**src/rtl/sr_latch_clocked_if.sv**
```systemverilog
// Bundle of per-lane set/reset requests and registered SR outputs for sr_latch_clocked.
// The master drives requests and error clears; the slave (the latch bank) returns state.
interface sr_latch_clocked_if #(
  parameter int WIDTH = 1
);
  logic [WIDTH-1:0] s;
  logic [WIDTH-1:0] r;
  logic             clr_err;
  logic [WIDTH-1:0] q;
  logic [WIDTH-1:0] q_bar;
  logic [WIDTH-1:0] invalid;
  logic             err_sticky;

  modport master (
    output s, r, clr_err,
    input  q, q_bar, invalid, err_sticky
  );

  modport slave (
    input  s, r, clr_err,
    output q, q_bar, invalid, err_sticky
  );
endinterface

```
**src/rtl/sr_latch_clocked.sv**
```systemverilog
// Bank of WIDTH clocked SR latches with true/complement outputs, per-lane forbidden-input
// flags and a sticky error summary. FORBID_MODE selects the s=r=1 behaviour.
module sr_latch_clocked #(
  parameter int WIDTH       = 1,
  parameter int FORBID_MODE = 0
) (
  input logic               clk,
  input logic               rst,
  sr_latch_clocked_if.slave bus
);

  // Encoded as {q_bar, q} so both outputs come straight off flops with no decode.
  typedef enum logic [1:0] {
    LANE_NOR = 2'b00,
    LANE_SET = 2'b01,
    LANE_CLR = 2'b10
  } lane_state_e;

  logic [WIDTH-1:0] q_r, q_bar_r, inv_r;
  logic [WIDTH-1:0] q_d, q_bar_d, inv_d;
  logic             err_r, err_d;

  // Holding from the NOR state (or the unreachable 2'b11) settles to the cleared state.
  function automatic lane_state_e hold_state(input lane_state_e cur);
    lane_state_e nxt;
    nxt = (cur == LANE_SET) ? LANE_SET : LANE_CLR;
    return nxt;
  endfunction

  function automatic lane_state_e forbid_state(input lane_state_e cur);
    lane_state_e nxt;
    case (FORBID_MODE)
      1:       nxt = hold_state(cur);
      2:       nxt = LANE_SET;
      3:       nxt = LANE_CLR;
      default: nxt = LANE_NOR;
    endcase
    return nxt;
  endfunction

  function automatic lane_state_e lane_next(input lane_state_e cur,
                                            input logic        set,
                                            input logic        clr);
    lane_state_e nxt;
    case ({set, clr})
      2'b10:   nxt = LANE_SET;
      2'b01:   nxt = LANE_CLR;
      2'b11:   nxt = forbid_state(cur);
      default: nxt = hold_state(cur);
    endcase
    return nxt;
  endfunction

  // NOTE: every always_comb output gets a default first so no path can infer a latch.
  always_comb begin
    q_d     = q_r;
    q_bar_d = q_bar_r;
    inv_d   = bus.s & bus.r;
    err_d   = err_r;
    for (int i = 0; i < WIDTH; i++) begin
      {q_bar_d[i], q_d[i]} = lane_next(lane_state_e'({q_bar_r[i], q_r[i]}),
                                       bus.s[i], bus.r[i]);
    end
    if (bus.clr_err) err_d = 1'b0;
    // A fresh forbidden input outranks a simultaneous clear.
    if (|inv_d)      err_d = 1'b1;
  end

  // NOTE: state updates use non-blocking assignments; reset is synchronous and overrides all inputs.
  always_ff @(posedge clk) begin
    if (rst) begin
      q_r     <= '0;
      q_bar_r <= '1;
      inv_r   <= '0;
      err_r   <= 1'b0;
    end else begin
      q_r     <= q_d;
      q_bar_r <= q_bar_d;
      inv_r   <= inv_d;
      err_r   <= err_d;
    end
  end

  assign bus.q          = q_r;
  assign bus.q_bar      = q_bar_r;
  assign bus.invalid    = inv_r;
  assign bus.err_sticky = err_r;

endmodule

```
**src/flat_wrapper.sv**
```systemverilog
// flat-port wrapper written by rule: the top's interface ports become plain ports
module sr_latch_clocked_flat 
#(
  parameter int WIDTH       = 1,
  parameter int FORBID_MODE = 0
)
  (clk, rst, bus_s, bus_r, bus_clr_err, bus_q, bus_q_bar, bus_invalid, bus_err_sticky);
  sr_latch_clocked_if #(.WIDTH(WIDTH)) bus_i ();
  input logic clk;
  input logic rst;
  input wire logic [$bits(bus_i.s)-1:0] bus_s;
  input wire logic [$bits(bus_i.r)-1:0] bus_r;
  input wire logic [$bits(bus_i.clr_err)-1:0] bus_clr_err;
  output wire logic [$bits(bus_i.q)-1:0] bus_q;
  output wire logic [$bits(bus_i.q_bar)-1:0] bus_q_bar;
  output wire logic [$bits(bus_i.invalid)-1:0] bus_invalid;
  output wire logic [$bits(bus_i.err_sticky)-1:0] bus_err_sticky;
  assign bus_i.s = bus_s;
  assign bus_i.r = bus_r;
  assign bus_i.clr_err = bus_clr_err;
  assign bus_q = bus_i.q;
  assign bus_q_bar = bus_i.q_bar;
  assign bus_invalid = bus_i.invalid;
  assign bus_err_sticky = bus_i.err_sticky;
  sr_latch_clocked #(.WIDTH(WIDTH), .FORBID_MODE(FORBID_MODE)) u_core (.clk(clk), .rst(rst), .bus(bus_i));
endmodule
```
**config.mk**
```make
export PLATFORM = sky130hd
export DESIGN_NAME = sr_latch_clocked_flat
export DESIGN_NICKNAME = d
export VERILOG_FILES = /design/src/rtl/sr_latch_clocked_if.sv /design/src/rtl/sr_latch_clocked.sv /design/src/flat_wrapper.sv
export SDC_FILE = /design/constraint.sdc
export NUM_CORES = 1
export LEC_CHECK = 0
export CAP_MARGIN = 30
export CELL_PAD_IN_SITES_DETAIL_PLACEMENT = 1
export CELL_PAD_IN_SITES_GLOBAL_PLACEMENT = 2
export CORE_AREA = 2 2 39 41
export CTS_BUF_LIST = sky130_fd_sc_hd__clkbuf_4
export DETAILED_ROUTE_END_ITERATION = 8
export DIE_AREA = 0 0 41 43
export GPL_TIMING_DRIVEN = 0
export PLACE_DENSITY_LB_ADDON = 0.25
export SLEW_MARGIN = 40
export SYNTH_ARGS = -nofsm -noshare
export SYNTH_HDL_FRONTEND = slang
export SYNTH_SLANG_ARGS = --single-unit
export TNS_END_PERCENT = 30
```
**constraint.sdc**
```tcl
create_clock -name clk -period 1.3 [get_ports clk]
set_clock_uncertainty 0.05 [all_clocks]
set_input_delay 0.195 -clock clk [delete_from_list [all_inputs] [get_ports clk]]
set_output_delay 0.195 -clock clk [all_outputs]
set_load 0.02 [all_outputs]
```
==> results by group <==
Run status
  • Run status: finished, final reports clean

Finish
  • Final Cell Area: 247.7 um2
  • Layout cells sized above 1: 16.67%
  • Antenna Cells: 0
  • Layout area overhead: 90.38%
  • Fin nets: 31
  • # fillers: 163

Worst setup path
  • Buf/Inv on CP: 1
  • Crit path max-delay cell type: dlygate4sd2_1
  • CP Max Fanout: 2
  • Top delay family on crit path: buffers and inverters
  • Crit-path cells: dlygate4sd2_1
  • CP endpoint kind: primary output
  • Endpoint arrival time on the critical path: 0.89 ns
  • Req. time, crit path: 1.05 ns
  • Element type at the critical path start: flop
  • Worst path max stage delay: roughly 0.34 ns
  • Setup Crit Path Kind: reg2out

Global routing
  • Overall Global Routing Usage: 5.729%
  • Largest net degree at the start of global routing: 5
  • Vias in the first global route: 152
  • First-pass GRT wire length: 600 um
  • Antenna violations before repair: 0
  • Total grt overflow: 0

Placed design
  • Pre-CTS setup slack: 0.1313 ns
  • DPL Wire Length: between 200 and 300 um
  • Port Buffers: 8
  • Dpl cell area: about 230 um2
  • Final GP Congestion: 0.5740

STA
  • Final setup TNS: 0 ns
  • Final number of hold-violating endpoints: 0
  • Clock period minus worst slack: ~1.1 ns
  • Max transition margin: 85.58%
  • Unrepaired setup endpoints after global routing: no
  • Worst hold slack: 0.4204 ns
  • Tcrit/Tclk final: between 80% and 90%
  • Post-route setup slack: 0.1679 ns
  • Final Setup Violations: 0
  • Max Freq: 0.8833 GHz
  • Worst Tran Pin Value: 0.2172 ns
  • Final Max Tran Viols: 0

Worst hold path
  • Hold Crit Class: reg2reg

Clocking
  • CTS Buffer Depth: 2
  • Clock root cell: clkbuf_4
  • TritonCTS clock tree: built
  • Setup repair bufs after CTS: 0
  • CTS Buf Count: 3
  • Clock-pin slew on the worst setup and hold paths: 0.04 ns
  • Insertion delay to the later sink of the worst-skew pair: around 0.23 ns
  • CTS H-tree depth: 1
  • Clock Sinks: 4

Detailed routing
  • Final ANT Viol Nets: 0
  • DR iter-0 viols: 0
  • Post-DR vias/cell: approximately 3.4
  • TritonRoute pass-1 iters: 1
  • Post-route DRC: 0
  • WL per Instance: 8.550 um
  • Final WL: roughly 340 um
  • Vias post-DR: between 100 and 150

Synthesis
  • EDFF count, synth: 0
  • Synth warn: 0
  • Area contributors post-synth: dfxtp_1 62%, nor2b_1 9.6%, a21oi_1 7.7%
  • Post-synth top area cell: dfxtp_1
  • Sequential-to-total area share from yosys stat: 61.54%
  • Async set or reset register ratio after synthesis: 0%
  • #FFs+latches synth: 4
  • Synth Flop Type: dfxtp_1
  • Distinct cells, synth: 8
  • Top-count cell post-synth: dfxtp_1
  • Net Count, Synth: 18
  • Post-synth design cell area: 130.1 um2
  • Most common library cells after synthesis: 4 x dfxtp_1, 2 x a21oi_1, 2 x nor2b_1
  • Syn Area/Cell: 10.01 um2
  • Synth top area share: 61.54%
  • Cell count after synthesis: 13

Power and ir drop
  • PD cells: 1288 mW/mm2
  • Static leakage: 0.1048 nW
  • Maximum VDD drop: 342.9 uV

Flow run
  • Max Cap Viol: 0

Floorplanning
  • IO Count: 9
  • Die ar.: 0.001763 mm2
  • Core area: roughly 0.0014 mm2
  • Initial Utilization: 9.403%
  • Die W: 41 um
  • Chip height: 43 um
  • # rows: 14
placed cells by master, fill, tap and decap left out, drive strengths merged:
cell | netlist | final
nor2 | 2 | 2
nand2b | 1 | 1
dfxtp | 4 | 4
nor2b | 2 | 2
clkdlybuf4s50 | 0 | 4
clkbuf | 0 | 3
o21a | 1 | 1
a21oi | 2 | 2
nand2 | 1 | 1
dlygate4sd2 | 0 | 4
through the flow:
stage,utilization (%),cells,power [mW]
final,17.90,40,0.3191
after global routing,17.90,40,0.3479
after CTS,17.90,40,0.3292
after detailed placement,16.64,37,0.1773
after global placement,16.64,37,0.1772
after floorplan,-,13,0.1491
timing repair:
action / in CTS / in global routing
hold endpoints to repair: 0 / 0
gates resized for setup: 4 / 0
endpoints found under the setup margin: 4 / 0
hold buffers: 0 / 0
report_power, final:
part	internal, mW	switching [mW]	total, mW
logic	0.0207	0.0180	0.0387
registers	0.130	0.00235	0.132
clock network	0.103	0.0455	0.148
metal layers:
metal,wire length (um),GRT usage [%],vias to the layer above
met5,0,0,-
met4,0,6.000,0
met3,52,4.712,0
met2,145,7.500,9
met1,144,4.839,62
li1,-,-,66
sequential cells by signal, summed over array words and instances (netlist names):
| register | flops |
|---|---|
| u_core.bus.invalid | 1 |
| u_core.bus.q_bar | 1 |
| u_core.bus.q | 1 |
| u_core.bus.err_sticky | 1 |
final timing paths:
check / endpoint / slack (ns) / from / depth (start not counted)
max reg2reg: u_core.bus.q$_SDFF_PP0_ / 0.55 / u_core.bus.q$_SDFF_PP0_ / 2
min reg2reg: u_core.bus.err_sticky$_SDFFE_PP0P_ / 0.42 / u_core.bus.err_sticky$_SDFFE_PP0P_ / 2
max: bus_q_bar / 0.17 / u_core.bus.q_bar$_SDFF_PP1_ / 1
min: u_core.bus.err_sticky$_SDFFE_PP0P_ / 0.42 / u_core.bus.err_sticky$_SDFFE_PP0P_ / 2
cells by family after synthesis:
group              count (synthesis)  share of synthesized area [%]
DFF                                4                          61.54
AOI/OAI and AO/OA                  3                          13.46
and+or+nand+nor                    6                          25.00
cell type report:
| type | count | area [um2] | area share, % |
|---|---|---|---|
| Tap cell | 16 | 20.02 | 8.081 |
| Timing Repair Buffer | 8 | 75.07 | 30.30 |
| Sequential cell | 4 | 80.08 | 32.32 |
| Clock buffer | 3 | 22.52 | 9.091 |
| Multi-Input combinational cell | 9 | 50.05 | 20.20 |
Note: power is estimated with default switching activity, not from simulation.
==> RTL edit (config.mk and constraints unchanged) <==
`FORBID_MODE` is set to 0 in 2 places; all go to 1.
--- a/src/rtl/sr_latch_clocked.sv
+++ b/src/rtl/sr_latch_clocked.sv
@@ -4,3 +4,3 @@
   parameter int WIDTH       = 1,
-  parameter int FORBID_MODE = 0
+  parameter int FORBID_MODE = 1
 ) (
--- a/src/flat_wrapper.sv
+++ b/src/flat_wrapper.sv
@@ -4,3 +4,3 @@
   parameter int WIDTH       = 1,
-  parameter int FORBID_MODE = 0
+  parameter int FORBID_MODE = 1
 )
Function: changed (a bounded check fails within 4 cycles, from zero or initial values and one cycle with rst high).
==> RTL edit against the unedited design <==
- synthesized area rose by 40%
- power rose by 6.0%
- die area did not move
- design area rose by 30%
- global-route usage rose by 0.60 points
- worst setup slack got worse by 49 ps
- maximum frequency fell by 4.1%
- wire length rose by 6.1%
- sequential cell count did not move
- critical path type unchanged
==> RTL edit: results (changes against the unedited design) <==
.. list-table::
   :header-rows: 1

   * - Metric
     - Value
   * - Proportion of synthesized chip area in sequential cells
     - 0.4384 (-0.1770)
   * - Synth area leaders
     - sky130_fd_sc_hd__dfxtp_1, sky130_fd_sc_hd__ha_1, sky130_fd_sc_hd__nor4bb_2, sky130_fd_sc_hd__inv_1, sky130_fd_sc_hd__nor2_1
   * - Tot GR Track Use
     - 0.06325 (+0.005967)
   * - Post-synthesis area per instance
     - 10.15 um2 (+1.4%)
   * - Wire length per cell after detailed routing
     - 8.067 um (-5.7%)
   * - Largest delay share family, worst path
     - flip-flops
   * - Cell internal power dissipation
     - 261.6 uW (+3.3%)
   * - Worst voltage drop across the vdd grid
     - 0.5405 mV (+58%)
   * - Worst Hold Launch
     - bus_s
   * - Adder and majority gate portion of the synthesized area
     - 0.2055 (+0.2055)
   * - CTS Root Cell
     - sky130_fd_sc_hd__clkbuf_4
   * - Final Net Count
     - 39 (+26%)
   * - Fraction of final layout cells sized beyond drive strength 1
     - 0.1724 (+0.005747)
   * - Number of slew-limit violations in the final report
     - 0 (unchanged)
   * - Worst-case setup slack after placement
     - -372.6 ps (-503.9 ps)
   * - Slowest Stage Delay on Critical Path
     - 360 ps (+20 ps)
   * - HPWL Detailed
     - 296.9 um (+5.6%)
   * - P_comb
     - 53.6 uW (+39%)
   * - Final estimated routing congestion in global placement
     - 0.6312 (+10%)
   * - Sequential cell fraction of total power
     - 0.395 (-0.018)
   * - Vias
     - 160 (+17%)
   * - Initial detailed-routing violation count
     - 2 (+2)
   * - Netlist cell types
     - 10 (+2)
   * - Class of the most critical hold timing path
     - primary input to register
   * - Ranking of synthesized cells by instance count
     - sky130_fd_sc_hd__dfxtp_1, sky130_fd_sc_hd__ha_1, sky130_fd_sc_hd__inv_1
   * - Crit path capture
     - bus_q_bar
   * - Part of the total power dissipated in combinational logic
     - 0.159 (+0.038)
   * - Fillcell total
     - 168 (+3.1%)
   * - Pre-antenna DRT Iters
     - 3 (+2)
   * - Cell with the largest stage delay on the worst path
     - sky130_fd_sc_hd__dfxtp_1
   * - Standard cell area after detailed placement
     - 282.8 um2 (+23%)
   * - Run status
     - finished, final reports clean
   * - Pin count of the biggest net entering global routing
     - 6 (+1)
   * - Critical path data arrival time
     - 940 ps (+50 ps)
   * - Via count of the first global-routing pass
     - 179 (+18%)
   * - Compound-Gate Fraction of Synth Area
     - 0.02740 (-0.1072)
   * - Share of the core filled with cells
     - 0.2333 (+0.05425)
   * - Peak clock frequency supported by timing
     - 846.6 MHz (-4.1%)
   * - First-pass GRT wire length
     - 683 um (+14%)
   * - Relative slew slack
     - 0.8494 (-0.006381)
   * - Syn Nets
     - 26 (+8)
   * - Leakage power of the design
     - 0.1576 nW (+50%)
   * - Placed Instances
     - 42 (+14%)
   * - Timing startpoint of the critical path
     - u_core.bus.q_bar
   * - Worst-case register-to-register setup slack
     - 450 ps (-100 ps)
   * - Maximum net fanout on the critical path
     - 2 (unchanged)
   * - Routed wire length
     - 363 um (+6.1%)
   * - Number of enable-type register cells in the synthesized netlist
     - 0 (unchanged)
-- RTL edit: final cells by class --
class	count	share of cell area
Multi-Input combinational cell	11	0.3488
Sequential cell	4	0.2481
Timing Repair Buffer	8	0.2364
Clock buffer	3	0.06977
Tap cell	16	0.06202
Inverter	3	0.03488
-- RTL edit: layer usage --
layer  track usage  routed length (um)  vias to the layer above
li1              -                   -                       80
met1       0.06109                 141                       72
met2       0.08125                 179                        8
met3       0.07853                  42                        0
met4       0.02000                   0                        0
met5             0                   0                        -
-- RTL edit: how the worst min path moves through the flow --
stage / endpoint / depth (start not counted) / slack [ps]
finish: u_core.bus.q_bar / 4 / 420
global route: u_core.bus.invalid / 4 / 450
CTS: u_core.bus.err_sticky / 2 / 430
detailed placement: u_core.bus.err_sticky / 2 / 430
global placement: u_core.bus.err_sticky / 2 / 410
floorplan: u_core.bus.invalid / 1 / 210
-- RTL edit: what timing repair did --
item | in CTS | in global routing
gates resized for setup | 5 | 3
endpoints found under the hold margin | 0 | 0
endpoints found under the setup margin | 6 | 2
